## config.mk

```make
export PLATFORM = sky130hd
export DESIGN_NAME = uart_cmd_regfile
export DESIGN_NICKNAME = d
export VERILOG_FILES = /design/src/rtl/uart_pkg.sv /design/src/rtl/motor_pwm.sv /design/src/rtl/uart_cmd_regfile.sv
export SDC_FILE = /design/constraint.sdc
export NUM_CORES = 1
export LEC_CHECK = 0
export ABC_AREA = 1
export ABC_CLOCK_PERIOD_IN_PS = 1900
export CAP_MARGIN = 40
export CORE_MARGIN = 3
export CORE_UTILIZATION = 59
export CTS_CLUSTER_DIAMETER = 200
export DETAILED_ROUTE_END_ITERATION = 7
export HOLD_SLACK_MARGIN = 0.12
export PLACE_DENSITY = 0.79
export SLEW_MARGIN = 30
export SYNTH_ARGS = -nofsm -noshare
export SYNTH_HDL_FRONTEND = slang
export SYNTH_SLANG_ARGS = --single-unit
```

## constraint.sdc

```tcl
create_clock -name clk_in -period 1.9 [get_ports clk_in]
set_clock_uncertainty 0.1 [all_clocks]
set_input_delay 0.19 -clock clk_in [delete_from_list [all_inputs] [get_ports clk_in]]
set_output_delay 0.19 -clock clk_in [all_outputs]
set_load 0.02 [all_outputs]
```

## src/rtl/uart_pkg.sv

```systemverilog
// Shared constants for the UART command register file: frame field widths,
// register addresses, CTRL bit positions and FSM state encodings.
package uart_pkg;
  localparam int ADDR_W    = 3;
  localparam int DATA_W    = 4;
  localparam int PWM_STEPS = 15;

  localparam logic [ADDR_W-1:0] ADDR_CTRL = 3'd0;
  localparam logic [ADDR_W-1:0] ADDR_DUTY = 3'd1;
  localparam logic [ADDR_W-1:0] ADDR_ERR  = 3'd2;

  localparam int CTRL_EN    = 0;
  localparam int CTRL_DIR   = 1;
  localparam int CTRL_BRAKE = 2;

  typedef enum logic {RSP_IDLE, RSP_PEND} rsp_state_t;
  typedef enum logic [1:0] {MOT_OFF, MOT_RUN, MOT_DEAD} mot_state_t;
endpackage

```

## src/rtl/motor_pwm.sv

```systemverilog
// PWM generator: prescaler ticks a 15-step counter; output is high while
// the step is below the duty value.
module motor_pwm
  import uart_pkg::*;
#(
  parameter int PWM_PRESCALE = 3333
) (
  input  logic              clk_in,
  input  logic              rst,
  input  logic [DATA_W-1:0] duty,
  output logic              pwm_on
);
  localparam int PS_W = (PWM_PRESCALE > 1) ? $clog2(PWM_PRESCALE) : 1;

  logic [PS_W-1:0] presc;
  logic [3:0]      step;

  always_ff @(posedge clk_in or negedge rst) begin
    if (!rst) begin
      presc <= '0;
      step  <= '0;
    end else if (presc == PS_W'(PWM_PRESCALE - 1)) begin
      presc <= '0;
      step  <= (step == 4'(PWM_STEPS - 1)) ? 4'd0 : step + 4'd1;
    end else begin
      presc <= presc + PS_W'(1);
    end
  end

  assign pwm_on = (step < duty);
endmodule

```

## src/rtl/uart_cmd_regfile.sv

```systemverilog
// Register file driven by received UART frames, with a single-entry read
// response channel and an H-bridge motor controller with dead time.
module uart_cmd_regfile
  import uart_pkg::*;
#(
  parameter int PWM_PRESCALE = 3333,
  parameter int DEADTIME     = 500
) (
  input  logic              clk_in,
  input  logic              rst,
  input  logic              frame_valid,
  input  logic              frame_rw,
  input  logic [ADDR_W-1:0] frame_addr,
  input  logic [DATA_W-1:0] frame_data,
  input  logic              frame_parity_err,
  output logic              tx_valid,
  input  logic              tx_ready,
  output logic [ADDR_W-1:0] tx_addr,
  output logic [DATA_W-1:0] tx_data,
  output logic              INA,
  output logic              INB
);
  localparam int DC_W = (DEADTIME > 1) ? $clog2(DEADTIME) : 1;

  function automatic logic [1:0] sat_inc(input logic [1:0] v);
    return (v == 2'd3) ? v : v + 2'd1;
  endfunction

  logic [2:0]        ctrl;
  logic [DATA_W-1:0] duty;
  logic [1:0]        parity_cnt;
  logic [1:0]        drop_cnt;
  logic [DATA_W-1:0] scratch [3:7];
  logic [DATA_W-1:0] rd_data;

  rsp_state_t rsp_state;
  mot_state_t mot_state;
  logic [DC_W-1:0] dead_cnt;
  logic            dir_q;
  logic            pwm_on;

  logic frame_ok, wr_en, rd_req, rd_accept, rd_drop;
  logic en, dir, brake, dir_toggle;

  assign frame_ok  = frame_valid && !frame_parity_err;
  assign wr_en     = frame_ok && !frame_rw;
  assign rd_req    = frame_ok && frame_rw;
  assign rd_accept = rd_req && ((rsp_state == RSP_IDLE) || tx_ready);
  assign rd_drop   = rd_req && !rd_accept;

  assign en         = ctrl[CTRL_EN];
  assign dir        = ctrl[CTRL_DIR];
  assign brake      = ctrl[CTRL_BRAKE];
  assign dir_toggle = (dir != dir_q);

  always_comb begin
    rd_data = '0;
    case (frame_addr)
      ADDR_CTRL: rd_data = {1'b0, ctrl};
      ADDR_DUTY: rd_data = duty;
      ADDR_ERR:  rd_data = {drop_cnt, parity_cnt};
      default:   rd_data = scratch[frame_addr];
    endcase
  end

  // Register map; the two ERR fields advance independently so no count is lost
  always_ff @(posedge clk_in or negedge rst) begin
    if (!rst) begin
      ctrl       <= '0;
      duty       <= '0;
      parity_cnt <= '0;
      drop_cnt   <= '0;
      for (int i = 3; i <= 7; i++) scratch[i] <= '0;
    end else begin
      if (frame_valid && frame_parity_err) parity_cnt <= sat_inc(parity_cnt);
      if (rd_drop) drop_cnt <= sat_inc(drop_cnt);
      if (wr_en) begin
        case (frame_addr)
          ADDR_CTRL: ctrl <= frame_data[2:0];
          ADDR_DUTY: duty <= frame_data;
          ADDR_ERR: begin
            parity_cnt <= '0;
            drop_cnt   <= '0;
          end
          default:   scratch[frame_addr] <= frame_data;
        endcase
      end
    end
  end

  // Response channel: data is snapshotted when the READ is accepted
  always_ff @(posedge clk_in or negedge rst) begin
    if (!rst) begin
      rsp_state <= RSP_IDLE;
      tx_valid  <= 1'b0;
      tx_addr   <= '0;
      tx_data   <= '0;
    end else begin
      case (rsp_state)
        RSP_IDLE: begin
          if (rd_accept) begin
            tx_addr   <= frame_addr;
            tx_data   <= rd_data;
            tx_valid  <= 1'b1;
            rsp_state <= RSP_PEND;
          end
        end
        RSP_PEND: begin
          if (rd_accept) begin
            tx_addr <= frame_addr;
            tx_data <= rd_data;
          end else if (tx_ready) begin
            tx_valid  <= 1'b0;
            rsp_state <= RSP_IDLE;
          end
        end
        default: begin
          tx_valid  <= 1'b0;
          rsp_state <= RSP_IDLE;
        end
      endcase
    end
  end

  motor_pwm #(.PWM_PRESCALE(PWM_PRESCALE)) u_pwm (
    .clk_in (clk_in),
    .rst    (rst),
    .duty   (duty),
    .pwm_on (pwm_on)
  );

  // Motor FSM; pins follow dir_q so a new direction is never driven before dead time
  always_ff @(posedge clk_in or negedge rst) begin
    if (!rst) begin
      mot_state <= MOT_OFF;
      dead_cnt  <= '0;
      dir_q     <= 1'b0;
      INA       <= 1'b0;
      INB       <= 1'b0;
    end else begin
      dir_q <= dir;
      case (mot_state)
        MOT_OFF: if (en) mot_state <= MOT_RUN;
        MOT_RUN: begin
          if (!en) mot_state <= MOT_OFF;
          else if (dir_toggle) begin
            mot_state <= MOT_DEAD;
            dead_cnt  <= '0;
          end
        end
        MOT_DEAD: begin
          if (!en) mot_state <= MOT_OFF;
          else if (dir_toggle) dead_cnt <= '0;
          else if (dead_cnt == DC_W'(DEADTIME - 1)) mot_state <= MOT_RUN;
          else dead_cnt <= dead_cnt + DC_W'(1);
        end
        default: mot_state <= MOT_OFF;
      endcase

      if (en && brake) begin
        INA <= 1'b1;
        INB <= 1'b1;
      end else if (mot_state == MOT_RUN) begin
        INA <= pwm_on && !dir_q;
        INB <= pwm_on && dir_q;
      end else begin
        INA <= 1'b0;
        INB <= 1'b0;
      end
    end
  end
endmodule

```

=== Word-level counts from Yosys, hierarchy flattened ===
Cells that the tools add are included.

* Register bits after elaboration: 70
* Output and inout bits: 10
* Input port bits: 13
* Logic and storage cells: 121

* Mux-type cells: 44
* Reduce and logical (&&, ||, !) cells: 25
* Bitwise logic cells: 3
* $lt $le $gt $ge: 3
* $add $sub $neg: 5
* Eq/ne operators: 21

{| class="wikitable"
|+ Operator list
! cell !! count
|-
| two-way mux 9 bit || 5
|-
| two-way mux 2 bit || 14
|-
| bitwise mux 20 bit || 1
|-
| two-way mux 4 bit || 5
|-
| one-hot mux 9 bit (2 select lines) || 1
|-
| != test 2 bit (second input constant) || 7
|-
| adder 12 x 1 -> 12 bit (second input constant) || 1
|-
| binary-select mux 4 bit (select 3 bit) || 1
|-
| demux 4 bit (select 3 bit) || 1
|-
| == test 12 bit (second input constant) || 1
|-
| two-way mux 12 bit || 1
|-
| != test 3 bit (second input constant) || 4
|-
| one-hot mux 4 bit (3 select lines) || 1
|-
| logical AND 1 bit || 10
|-
| two-way mux 1 bit || 10
|-
| adder 9 x 1 -> 9 bit (second input constant) || 1
|-
| == test 9 bit (second input constant) || 1
|-
| == test 2 bit (second input constant) || 3
|-
| one-hot mux 2 bit (3 select lines) || 1
|-
| AND reduction 2 bit || 3
|-
| AND reduction 5 bit || 1
|-
| adder 2 x 1 -> 2 bit (second input constant) || 2
|-
| adder 4 x 1 -> 4 bit (second input constant) || 1
|-
| == test 4 bit (second input constant) || 1
|-
| 19 further kinds || 24
|}

=== Longest topological paths before layout ===
* Word-level depth: 9
* Mapped depth: 9
* Mapped depth without buffers: 9

=== By module ===
A second synthesis with hierarchy kept.

* Cell total of the unflattened synthesis: 500
* Area, all modules: 3772.4 um^2

{| class="wikitable"
|+ Modules (own cells, without submodules)
! module !! cells an instance !! area each (um^2) !! instances
|-
| uart_cmd_regfile || 364 || 2720.1 || 1
|-
| motor_pwm || 136 || 1052.3 || 1
|}

=== Worst setup path before layout ===
Ideal clock, no wire load.

* Kind: register -> register
* Start: register dead_cnt[0]
* End: register dead_cnt[1]
* Path slack: 0.441 ns
* Library setup time: 0.117 ns
* Clock period less this slack: 1.459 ns
* Stages on the path, launching flop included: 10
* Buffers on the path: 1
* Data required time: 1.683 ns
* Data arrival time: 1.241 ns
* Cells stage by stage: dfrtp_1 ha_1 nand2_1 nor2_2 nand3_2 nand2_4 nand2_4 buf_6 nand3_1 nand2_1

* Longest elaborated chain between the ends: 5
* Elaborated cells on any way between the ends: 8
* Classes of those cells: add/sub: 1; eq/ne: 2; mux: 4; reduce/logical: 1

{| class="wikitable"
|+ Ends and longest elaborated chain
! what !! line !! text
|-
| from (decl) || uart_cmd_regfile.sv:38 || <nowiki>logic [DC_W-1:0] dead_cnt;</nowiki>
|-
| from (signal assigned) || uart_cmd_regfile.sv:155 || <nowiki>else dead_cnt <= dead_cnt + DC_W'(1);</nowiki>
|-
| adder 9 x 1 -> 9 bit || uart_cmd_regfile.sv:155 ||
|-
| two-way mux 9 bit || uart_cmd_regfile.sv:154 || <nowiki>else if (dead_cnt == DC_W'(DEADTIME - 1)) mot_state <= MOT_RUN;</nowiki>
|-
| two-way mux 9 bit || uart_cmd_regfile.sv:153 || <nowiki>else if (dir_toggle) dead_cnt <= '0;</nowiki>
|-
| two-way mux 9 bit || uart_cmd_regfile.sv:152 || <nowiki>if (!en) mot_state <= MOT_OFF;</nowiki>
|-
| one-hot mux 9 bit (2 select lines) || uart_cmd_regfile.sv:142 || <nowiki>case (mot_state)</nowiki>
|}

Several ways; a longest one is shown, not always the timed one. The select of a mux whose other input is x is not followed.
A chain may end at the register's enable or synchronous reset.

=== Final worst setup path ===
* Start: register tx_data[3]
* End: output port tx_data[3]

{| class="wikitable"
|+ RTL lines
! what !! line !! text
|-
| from (decl) || uart_cmd_regfile.sv:19 || <nowiki>output logic [DATA_W-1:0] tx_data,</nowiki>
|-
| from (signal assigned) || uart_cmd_regfile.sv:103 || <nowiki>tx_data <= rd_data;</nowiki>
|-
| from (signal assigned) || uart_cmd_regfile.sv:111 || <nowiki>tx_data <= rd_data;</nowiki>
|}

No word-level cell between the ends.

==> run metrics <==
# Max-Cap Violations 0; insertion delay of the later-clocked pin in the worst-skew pair 360 ps; total buffers and inverters traversed by the critical path 1; number of hold violations in the final report 0; unrepaired setup endpoints after global routing false; share of the clock period used by the worst path after layout 85.9%; most frequent cells after synthesis 153 x sky130_fd_sc_hd__nand2_1, 70 x sky130_fd_sc_hd__dfrtp_1, 70 x sky130_fd_sc_hd__inv_1, 45 x sky130_fd_sc_hd__nand3_1, 45 x sky130_fd_sc_hd__nor2_1; detail-routed via count per cell 5.18; I/O Pins 23; outcome finished, final reports clean; top flip-flop cell by instance count after synthesis sky130_fd_sc_hd__dfrtp_1; Final setup viols 0; Power per Cell Area 859 mW/mm²; placer congestion estimate 0.843; Die Span X 85.2 µm; final count of pins violating max slew 0; Post-synth EDFFs 0; Tightest Hold Check Type in -> async; level count of the clock H-tree 3; count of antenna diodes in the layout 0; number of buffers created by CTS 9; total via count in the routed design 3147; starting density of the core 61.8%; PortBufs 22; overall die area 0.00726 mm²; Resized Gates After CTS 0; detailed-route DRC error count 0; overall track demand over capacity in global routing 23.1%; CP max FO 2; post-synthesis register bit count 70; Async SR Flop Fraction 100%; routed length per placed instance 12.3 µm; syn_nets 511; cells traversed along the worst timing path clkdlybuf4s50_1; Post-CTS Setup Bufs 0; library cells used by synthesis 32; met2 Use GR 37.3%; VDD IR-drop max 667 µV; DRT iter0 DRCs 160; required time reported for the critical path endpoint 1610 ps; iteration count of the initial detailed-routing pass 4; num rows 28; delay-heaviest family, CP buffers and inverters; met1 usage 31.3%; total design power 3640 µW; Highest Clock Rate 613 MHz; Worst-Margin Slew 448 ps; clk sinks 70; element type at the critical path start flop; most common cell in the synthesized netlist sky130_fd_sc_hd__nand2_1; vias in the first global route 2972; synthesized area 0.00370 mm²; vertical extent of the die 85.2 µm; crit path time final 1630 ps; warnings from Yosys 0; area delta synth->final 14.4%; proportion of synthesized chip area in sequential cells 47.3%; maximum number of buffers from clock root to sink 2; critical path's slowest cell sky130_fd_sc_hd__clkdlybuf4s50_1; total grt overflow 0; Leak 0.00216 µW; kind of critical path reg -> out; Setup TNS 0 ps; HPWL after DPL 5390 µm; relative slew slack 70.2%; initial antenna violation count 0; share of the core filled with cells 70.7%; busiest layer in global routing met2; Worst-path clk slew 70 ps; largest net degree at the start of global routing 36; leading post-synthesis cells by cell area sky130_fd_sc_hd__dfrtp_1 47%, sky130_fd_sc_hd__nand2_1 16%, sky130_fd_sc_hd__inv_1 7.1%; quantity of hold-fixing buffers added after cts 2; Worst setup EP type output port; top cell type's share of synthesized area 47.3%; TritonCTS clock tree yes; number of nets still failing antenna checks after routing 0; final wirelength 7500 µm; cell type with the largest total area after synthesis sky130_fd_sc_hd__dfrtp_1; met3 Track Usage GR 6.60%; Net count, final 547; layout cells sized above 1 8.26%; delay contributed by the slowest stage of the critical path 610 ps; cell count after synthesis 492; global-route wire length before repair 13400 µm; arrival time at the worst endpoint 1340 ps; Mean Syn Cell Area 7.53 µm²; core area 0.00599 mm²; Clk Tree Root Cell sky130_fd_sc_hd__clkbuf_8
-- area by class of cell --
class                           instances  area, µm²
Fill cell                             483       1750
Sequential cell                        70       1750
Multi-Input combinational cell        343       1640
Timing Repair Buffer                   30        280
Inverter                               74        278
Clock buffer                            9        124
Tap cell                               75       93.8
Clock inverter                          7       72.6
-- per-layer routing --
| layer | vias up | part of all wire, % |
|---|---|---|
| met5 | - | 0 |
| met4 | 0 | 1.1 |
| met3 | 10 | 4.0 |
| met2 | 53 | 49 |
| met1 | 1463 | 46 |
| li1 | 1621 | - |
-- cells by family (layout without fill, tap and decap cells) --
family	after synthesis	after routing	share of synthesized area, %
adder cells (fa/ha/maj)	6	6	2.03
AO/OA/AOI/OAI	50	50	7.16
flip-flops	70	70	47.3
XOR/XNOR	7	7	1.66
AND/OR/NAND/NOR	280	280	33.4
buffers and inverters	79	120	8.48
-- placed cells by master, fill, tap and decap left out --
cell and instances:
sky130_fd_sc_hd__nor3b_1 1, sky130_fd_sc_hd__buf_4 6, sky130_fd_sc_hd__nor3_2 1, sky130_fd_sc_hd__a31oi_1 2, sky130_fd_sc_hd__clkdlybuf4s50_1 21, sky130_fd_sc_hd__o21bai_1 1, sky130_fd_sc_hd__clkinv_2 2, sky130_fd_sc_hd__bufinv_16 1
sky130_fd_sc_hd__inv_1 70, sky130_fd_sc_hd__nor2_2 3, sky130_fd_sc_hd__clkinvlp_4 2, sky130_fd_sc_hd__clkbuf_8 9, sky130_fd_sc_hd__o21ai_0 38, sky130_fd_sc_hd__nor2_1 45, sky130_fd_sc_hd__inv_6 2, sky130_fd_sc_hd__dlygate4sd3_1 2
sky130_fd_sc_hd__nand3_1 45, sky130_fd_sc_hd__o21ai_1 1, sky130_fd_sc_hd__nand4_1 7, sky130_fd_sc_hd__buf_2 1, sky130_fd_sc_hd__nor3_1 9, sky130_fd_sc_hd__a211oi_1 1, sky130_fd_sc_hd__nand2_4 2, sky130_fd_sc_hd__inv_2 4
sky130_fd_sc_hd__or2_2 3, sky130_fd_sc_hd__o21ai_2 2, sky130_fd_sc_hd__dfrtp_1 70, sky130_fd_sc_hd__nand3b_1 4, sky130_fd_sc_hd__nand4_4 1, sky130_fd_sc_hd__xnor2_1 2, sky130_fd_sc_hd__xor2_1 5, sky130_fd_sc_hd__a21oi_1 5
sky130_fd_sc_hd__ha_1 6, sky130_fd_sc_hd__nand2_1 153, sky130_fd_sc_hd__nor4_1 1, sky130_fd_sc_hd__nand3_2 2, sky130_fd_sc_hd__nand2_2 2, sky130_fd_sc_hd__nor2_4 1
-- state kept, by name, summed over array words and instances (netlist names), 3 cells and up --
| register | flops |
|---|---|
| ctrl | 3 |
| dead_cnt | 9 |
| duty | 4 |
| scratch | 20 |
| tx_addr | 3 |
| tx_data | 4 |
| u_pwm.presc | 12 |
| u_pwm.step | 4 |
-- path summary, 6_finish.rpt --
kind | start | to | slack (ps) | cells after the start
worst max-delay path | tx_data[3] | tx_data[3] | 270 | 1
worst min-delay path | rst | u_pwm.step[1] | 320 | 3
worst min register to register | rsp_state | tx_valid | 370 | 1
min in group clk_in | rsp_state | tx_valid | 370 | 1
max in group asynchronous | rst | u_pwm.presc[9] | 1010 | 3
worst max register to register | dead_cnt[0] | dead_cnt[3] | 360 | 8
-- metrics by stage --
stage	setup slack [ps]	hold slack (ps)	cell area, µm²	cells
2_1_floorplan	441	-206	3700	492
3_3_place_gp	93.9	-119	4020	590
3_5_place_dp	44.8	-116	4020	590
4_1_cts	251	344	4240	608
5_1_grt	176	377	4240	608
6_report	268	320	4240	608
-- power by group --
group          internal (µW)  switching (µW)  leakage [µW]  total, µW
Sequential              1670             130      0.000904       1800
Clock                    610             593     0.0000960       1200
Combinational            262             374       0.00116        636
Total                   2540            1100       0.00216       3640
No activity file was read; power rests on OpenSTA's default activity.
